--- config.mk ---
export PLATFORM = sky130hd
export DESIGN_NAME = wb_stage
export DESIGN_NICKNAME = d
export VERILOG_FILES = /design/src/rtl/rv32i_types.sv /design/src/rtl/wb_stage_load_extract.sv /design/src/rtl/wb_stage.sv
export SDC_FILE = /design/constraint.sdc
export NUM_CORES = 1
export LEC_CHECK = 0
export BUFFER_PORTS_ARGS = -buffer_cell sky130_fd_sc_hd__buf_2
export CAP_MARGIN = 10
export CORE_AREA = 2 2 175 177
export DETAILED_ROUTE_END_ITERATION = 10
export DIE_AREA = 0 0 177 179
export HOLD_SLACK_MARGIN = 0.15
export REMOVE_ABC_BUFFERS = 1
export SKIP_CTS_REPAIR_TIMING = 1
export SLEW_MARGIN = 20
export SYNTH_ARGS = -nofsm -noshare
export SYNTH_HDL_FRONTEND = slang
export SYNTH_SLANG_ARGS = --single-unit
--- constraint.sdc ---
create_clock -name clk -period 2.8 [get_ports clk]
set_input_delay 0.14 -clock clk [delete_from_list [all_inputs] [get_ports clk]]
set_output_delay 0.14 -clock clk [all_outputs]
set_load 0.005 [all_outputs]
--- src/rtl/rv32i_types.sv ---
// Shared RV32I pipeline types: regfile mux selects, load funct3 codes,
// the RVFI retire record and the MEM/WB pipeline word.
package rv32i_types;

  typedef enum logic [3:0] {
    rf_alu_out  = 4'd0,
    rf_br_en    = 4'd1,
    rf_u_imm    = 4'd2,
    rf_lw       = 4'd3,
    rf_pc_plus4 = 4'd4,
    rf_lb       = 4'd5,
    rf_lbu      = 4'd6,
    rf_lh       = 4'd7,
    rf_lhu      = 4'd8
  } regfilemux_sel_t;

  typedef enum logic [2:0] {
    lf_lb  = 3'b000,
    lf_lh  = 3'b001,
    lf_lw  = 3'b010,
    lf_lbu = 3'b100,
    lf_lhu = 3'b101
  } load_funct3_t;

  typedef struct packed {
    logic            load_regfile;
    regfilemux_sel_t regfilemux_sel;
  } ctrl_wd_t;

  typedef struct packed {
    logic        rvfi_valid;
    logic [63:0] rvfi_order;
    logic [31:0] rvfi_insn;
    logic [4:0]  rvfi_rd_addr;
    logic [31:0] rvfi_rd_wdata;
    logic [31:0] rvfi_pc_rdata;
    logic [31:0] rvfi_pc_wdata;
    logic [31:0] rvfi_mem_addr;
    logic [3:0]  rvfi_mem_rmask;
    logic [31:0] rvfi_mem_rdata;
  } rvfi_data_t;

  typedef struct packed {
    ctrl_wd_t    ctrl_wd;
    logic        cmp_out;
    logic [31:0] u_imm;
    logic [4:0]  rd;
    logic [31:0] alu_out;
    logic [31:0] mar;
    logic [31:0] mdr;
    rvfi_data_t  rvfi_d;
  } MEM_WB_stage_t;

endpackage

--- src/rtl/wb_stage_load_extract.sv ---
// Sub-word load extraction: picks a byte/half of mdr by address and extends it.
// A misaligned half uses mar[1] only; no trap is raised here.
module load_extract
  import rv32i_types::*;
(
  input  logic [31:0]  mdr,
  input  logic [1:0]   mar,
  input  load_funct3_t sel,
  output logic [31:0]  value
);

  logic [7:0]  byte_v;
  logic [15:0] half_v;

  assign byte_v = mdr[{mar, 3'b000} +: 8];
  assign half_v = mdr[{mar[1], 4'b0000} +: 16];

  always_comb begin
    value = mdr;
    case (sel)
      lf_lb:   value = {{24{byte_v[7]}}, byte_v};
      lf_lbu:  value = {24'b0, byte_v};
      lf_lh:   value = {{16{half_v[15]}}, half_v};
      lf_lhu:  value = {16'b0, half_v};
      default: value = mdr;
    endcase
  end

endmodule

--- src/rtl/wb_stage.sv ---
// Writeback stage: MEM/WB register, regfile write mux, single-shot retire.
// Optional RVFI monitor output and 64-bit order counter under RVFI_MON_EN.
module wb_stage
  import rv32i_types::*;
(
  input  logic          clk,
  input  logic          rst,
  input  logic          stall,
  input  logic          flush,
  input  MEM_WB_stage_t wb_in,
  output logic          rd_wen,
  output logic [4:0]    rd_addr,
  output logic [31:0]   rd_wdata,
  output logic          commit
`ifdef RVFI_MON_EN
  ,output rvfi_data_t   rvfi_out
`endif
);

  MEM_WB_stage_t word_q;
  logic          valid_q;
  logic          done_q;
  load_funct3_t  ext_sel;
  logic [31:0]   ext_val;

  // done_q marks a held instruction that already retired, so a long stall
  // produces exactly one commit.
  always_ff @(posedge clk) begin
    if (rst) begin
      word_q  <= '0;
      valid_q <= 1'b0;
      done_q  <= 1'b0;
    end else if (stall) begin
      if (commit) done_q <= 1'b1;
    end else if (flush) begin
      valid_q <= 1'b0;
      done_q  <= 1'b0;
    end else begin
      word_q  <= wb_in;
      valid_q <= wb_in.rvfi_d.rvfi_valid;
      done_q  <= 1'b0;
    end
  end

  assign commit  = valid_q & ~done_q;
  assign rd_addr = word_q.rd;
  assign rd_wen  = commit & (word_q.rd != 5'd0) & word_q.ctrl_wd.load_regfile;

  always_comb begin
    ext_sel = lf_lw;
    case (word_q.ctrl_wd.regfilemux_sel)
      rf_lb:   ext_sel = lf_lb;
      rf_lbu:  ext_sel = lf_lbu;
      rf_lh:   ext_sel = lf_lh;
      rf_lhu:  ext_sel = lf_lhu;
      default: ext_sel = lf_lw;
    endcase
  end

  load_extract u_ext (
    .mdr   (word_q.mdr),
    .mar   (word_q.mar[1:0]),
    .sel   (ext_sel),
    .value (ext_val)
  );

  always_comb begin
    rd_wdata = word_q.alu_out;
    case (word_q.ctrl_wd.regfilemux_sel)
      rf_alu_out:                   rd_wdata = word_q.alu_out;
      rf_br_en:                     rd_wdata = {31'b0, word_q.cmp_out};
      rf_u_imm:                     rd_wdata = word_q.u_imm;
      rf_pc_plus4:                  rd_wdata = word_q.rvfi_d.rvfi_pc_rdata + 32'd4;
      rf_lw:                        rd_wdata = word_q.mdr;
      rf_lb, rf_lbu, rf_lh, rf_lhu: rd_wdata = ext_val;
      default:                      rd_wdata = word_q.alu_out;
    endcase
  end

`ifdef RVFI_MON_EN
  logic [63:0] order_q;

  always_ff @(posedge clk) begin
    if (rst)         order_q <= '0;
    else if (commit) order_q <= order_q + 64'd1;
  end

  always_comb begin
    rvfi_out               = word_q.rvfi_d;
    rvfi_out.rvfi_valid    = commit;
    rvfi_out.rvfi_order    = order_q;
    rvfi_out.rvfi_rd_addr  = rd_wen ? rd_addr : 5'd0;
    rvfi_out.rvfi_rd_wdata = rd_wen ? rd_wdata : 32'd0;
  end
`else
  logic unused_rvfi;
  assign unused_rvfi = ^{word_q.rvfi_d, word_q.mar[31:2]};
`endif

endmodule
## After elaboration in Yosys (flattened, before gate mapping)

Index checks and enable logic that the tools add are counted.

- Logic and storage cells: 40
- Register bits after elaboration: 143
- Input port bits: 409
- Output and inout port bits: 39

- Multiplexer cells: 4
- Shift operators: 2
- Add/subtract/negate cells: 1
- Eq/ne operators: 11
- Reductions and logical operators: 5
- Bitwise logic cells: 6

Operators by type and width:

| kind | number |
|---|---|
| one-hot mux 32 bit (5 select lines) | 1 |
| one-hot mux 32 bit (4 select lines) | 1 |
| adder 32 x 3 -> 32 bit (second input constant) | 1 |
| variable part select 32 x 6 -> 16 bit | 1 |
| variable part select 32 x 6 -> 8 bit | 1 |
| == test 4 x 3 -> 1 bit (second input constant) | 4 |
| one-hot mux 3 bit (4 select lines) | 1 |
| == test 4 x 2 -> 1 bit (second input constant) | 2 |
| == test 3 bit (second input constant) | 2 |
| nonzero test 5 bit | 1 |
| == test 4 x 1 -> 1 bit (second input constant) | 1 |
| == test 4 bit (second input constant) | 1 |
| OR reduction 4 bit | 1 |
| AND 1 bit | 3 |
| == test 3 x 1 -> 1 bit (second input constant) | 1 |
| logical NOT 3 bit | 1 |
| NOT 1 bit | 3 |
| AND reduction 2 bit | 1 |
| OR reduction 2 bit | 1 |
| 2-to-1 mux 1 bit | 1 |

## Logic depth before layout (Yosys ltp)

- Depth in word-level cells: 5
- Depth in mapped cells: 8
- Gate-level depth less buffers: 6

## Cells and area by module

A second synthesis with hierarchy kept.

- Cell total of the unflattened synthesis: 988
- Area, all modules: 7308.3 um2

Modules (own cells, without submodules):

| module | times used | sequential area each (um2) | cells an instance | area each (um2) |
|---|---|---|---|---|
| wb_stage | 1 | 2862.7 | 879 | 6680.2 |
| load_extract | 1 | 0.0 | 109 | 628.1 |

## Worst setup path before layout

OpenSTA, ideal clock, no wires.

- Kind: register to output
- Start point: reg word_q[106] in the netlist's numbering
- End point: out rd_wdata[31]
- Path slack: 922 ps
- Required time: 2660 ps
- Data arrival time: 1738 ps
- Cell stages (with the launch flop): 6
- Path buffers: 0
- Cell sequence: dfxtp_1 nand3_2 nor4_4 nand2_2 o311a_1 o32a_1

- Word-level cells in the longest chain between the ends: 2

RTL lines:

| element | RTL line | source |
|---|---|---|
| start: declaration | wb_stage.sv:20 | `MEM_WB_stage_t word_q;` |
| start signal: assignment | wb_stage.sv:39 | `word_q <= wb_in;` |
| adder 32 x 3 -> 32 bit | wb_stage.sv:73 | `rf_pc_plus4: rd_wdata = word_q.rvfi_d.rvfi_pc_rdata + 32'd4;` |
| one-hot mux 32 bit (5 select lines) | wb_stage.sv:69 | `case (word_q.ctrl_wd.regfilemux_sel)` |
| end: declaration | wb_stage.sv:13 | `output logic [31:0] rd_wdata,` |

Every way passes these cells.

## Worst setup path after layout

- Start point: reg word_q[117] in the netlist's numbering
- End point: out rd_wdata[31]

Same word-level chain as after synthesis.

==> results_dict.tcl <==
set metrics [dict create \
    hpwl_um 18900 \
    drv_cap 0 \
    cts.sinks 143 \
    die_w_um 177 \
    initial_core_util_pct 22.6 \
    slew_violations 0 \
    yosysTopAreaCell "dfxtp_1" \
    grt_usage_pct 16.0 \
    synth_area_um2 6780 \
    place_congestion 0.796 \
    power_density_nw_per_um2 530 \
    ys.flop_type "dfxtp_1" \
    core_region_area_um2 30000 \
    layout_min_cycle_time_ns 2.72 \
    criticalPathCategory "register to output port" \
    gr-total-overflow 0 \
    setup_tns_ns 0 \
    root_buffer "clkbuf_16" \
    nNetsFinal 1627 \
    worst_pin_slew_ns 0.753 \
    clock_path_buffers 2 \
    worstSetupEndpointType "output port" \
    die_h_um 179 \
    tritoncts "built" \
    ir_worst_vdd_v 0.000396 \
    p_leak_nw 4.08 \
    placementRows 64 \
    path_max_fanout 5 \
    antenna_found_initial 1 \
    drtPass1Iterations 5 \
    drtIter0Drc 551 \
    area_growth_pct 53.7 \
    synth_cell_types 56 \
    grt_pass1_wl_um 38000 \
    relSlewSlack_pct 49.8 \
    min-delay-path-class "primary input to register" \
    rsz0062_at_grt "no" \
    drcViolationCount 0 \
    setup_viol 0 \
    htree_num_levels 4 \
    clkLatencyLatePin_ns 0.43 \
    wl_um 27000 \
    antenna_left 0 \
    wl_per_cell_um 16.6 \
    clkTransAtPathRegs_ns 0.07 \
    vias_per_cell 4.65 \
    ys_warn_count 0 \
    drive_gt1_share_pct 22.7 \
    async_flop_share_pct 0 \
    ys_ff_latch 143 \
    hold_violations 0 \
    ys_top_cells_by_area "dfxtp_1 (42%), nand2_1 (16%), a21oi_1 (11%)" \
    first_global_vias 6560 \
    grt_max_degree 67 \
    startpoint_type "register" \
    skew_ns 0.0000243 \
    cts_made_buffers 17 \
    fillCellCount 3143 \
    fmax_ghz 0.368 \
    portBuffers 184 \
    worstPathArrival_ns 2.58 \
    synth-edff-count 0 \
    finalCritPeriodShare_pct 97.1 \
    syn_area_per_cell_um2 7.55 \
    yosys.area.top_type_share_pct 42.2 \
    num_vias 7560 \
    outcome "completed" \
    io_pins 448 \
    worst_hold_slack_ns 0.275 \
    required_ns 2.66 \
    die_area_um2 31700 \
    synth_seq_area_share_pct 42.2 \
    syn_inst 898 \
]
## cells in the final DEF (no fill, tap or decap), types with 6 or more instances in the layout
cell / netlist / layout
o21ai_0: 9 / 9
clkbuf_16: 0 / 17
nand4_1: 8 / 8
nand2_1: 297 / 297
xor2_1: 17 / 17
buf_2: 8 / 183
dfxtp_1: 143 / 139
a221oi_1: 16 / 15
dlygate4sd3_1: 0 / 151
nor2b_1: 11 / 10
nand3_1: 14 / 14
o22ai_1: 11 / 11
buf_4: 5 / 34
a22oi_1: 9 / 9
nor2_1: 29 / 28
a21oi_1: 154 / 153
a222oi_1: 8 / 8
xnor2_1: 7 / 7
o221ai_1: 6 / 6
inv_1: 6 / 6
mux2i_1: 14 / 14
## routing by layer
| layer | vias up | GRT usage, % | wire length, µm |
|---|---|---|---|
| met5 | - | 0 | 0 |
| met4 | 0 | 4.37 | 410 |
| met3 | 27 | 3.73 | 1430 |
| met2 | 254 | 25.0 | 12500 |
| met1 | 3534 | 21.8 | 12700 |
| li1 | 3745 | - | - |
## metrics by stage
stage	utilization [%]	power [mW]	cells	setup WS (ns)	area (µm²)
2_1_floorplan	-	2.57	826	-2.10	6480
3_3_place_gp	27.4	2.96	1440	0.123	8240
3_5_place_dp	27.4	2.97	1440	0.163	8240
4_1_cts	29.5	5.39	1472	-0.330	8860
5_1_grt	34.7	5.76	1627	0.00406	10400
6_report	34.7	5.52	1627	0.0817	10400
## synthesized netlist by cell type, types with 2 or more instances
master,n
mux2i_1,14
nand2_1,297
o21ai_0,9
o21ai_1,2
nand3_1,14
nand4_1,8
nor2b_1,11
a22oi_1,9
o21a_1,4
dfxtp_1,143
buf_4,5
xor2_1,17
o32a_1,3
a222oi_1,8
o22a_1,5
or4_1,2
xnor2_1,7
clkbuf_1,58
a41oi_1,2
o22ai_1,11
nor3_1,4
o221ai_1,6
buf_2,8
nor4b_1,2
nor3b_1,2
a21oi_1,154
o41ai_1,2
inv_1,6
nor4_4,2
nor2_1,29
nand2_2,2
mux2_2,3
o211ai_1,3
and3_1,5
nor4_1,3
a221oi_1,16
a221o_1,3
## state kept, by name (all words and copies together) (netlist names)
signal,flops
word_q,136
done_q,1
rd_addr,5
valid_q,1
## power breakdown
part / internal [mW] / switching (mW) / total [mW]
logic: 0.441 / 0.444 / 0.885
registers: 2.13 / 0.0863 / 2.21
clock network: 1.36 / 1.06 / 2.42
## logic make-up after synthesis
logic type,Yosys count,share of synthesized area (%)
flops,143,42.2
fa+ha+maj,2,0.332
xor+xnor,24,3.10
simple gates,392,25.2
mux,18,2.90
compound gates,241,21.5
buf+inv,78,4.74
## area by class of cell
cell class | count | area (µm²) | share of cell area, %
multi-input combinational | 677 | 3650 | 35.0
inverter | 6 | 22.5 | 0.216
clock buffer | 17 | 425 | 4.08
antenna | 1 | 2.50 | 0.0240
timing repair buffer | 372 | 2760 | 26.5
clock inverter | 15 | 195 | 1.87
sequential | 143 | 2870 | 27.5
tap | 396 | 495 | 4.76
## worst max-delay path, stage by stage, from the launching register on
cell	delay, ns
dfxtp_1	0.40
nand3_1	0.28
nor4_4	0.53
nand2_2	0.13
o311a_1	0.35
o32a_1	0.34
buf_2	0.13
## final timing paths
check                 end  slack (ns)        start  cells after the start
min           word_q[360]        0.28          rst                      2
max reg2reg       valid_q        1.57      valid_q                      3
min reg2reg   word_q[340]        0.46  word_q[340]                      2
max          rd_wdata[31]        0.08  word_q[117]                      6
Note: power is estimated with default switching activity, not from simulation.
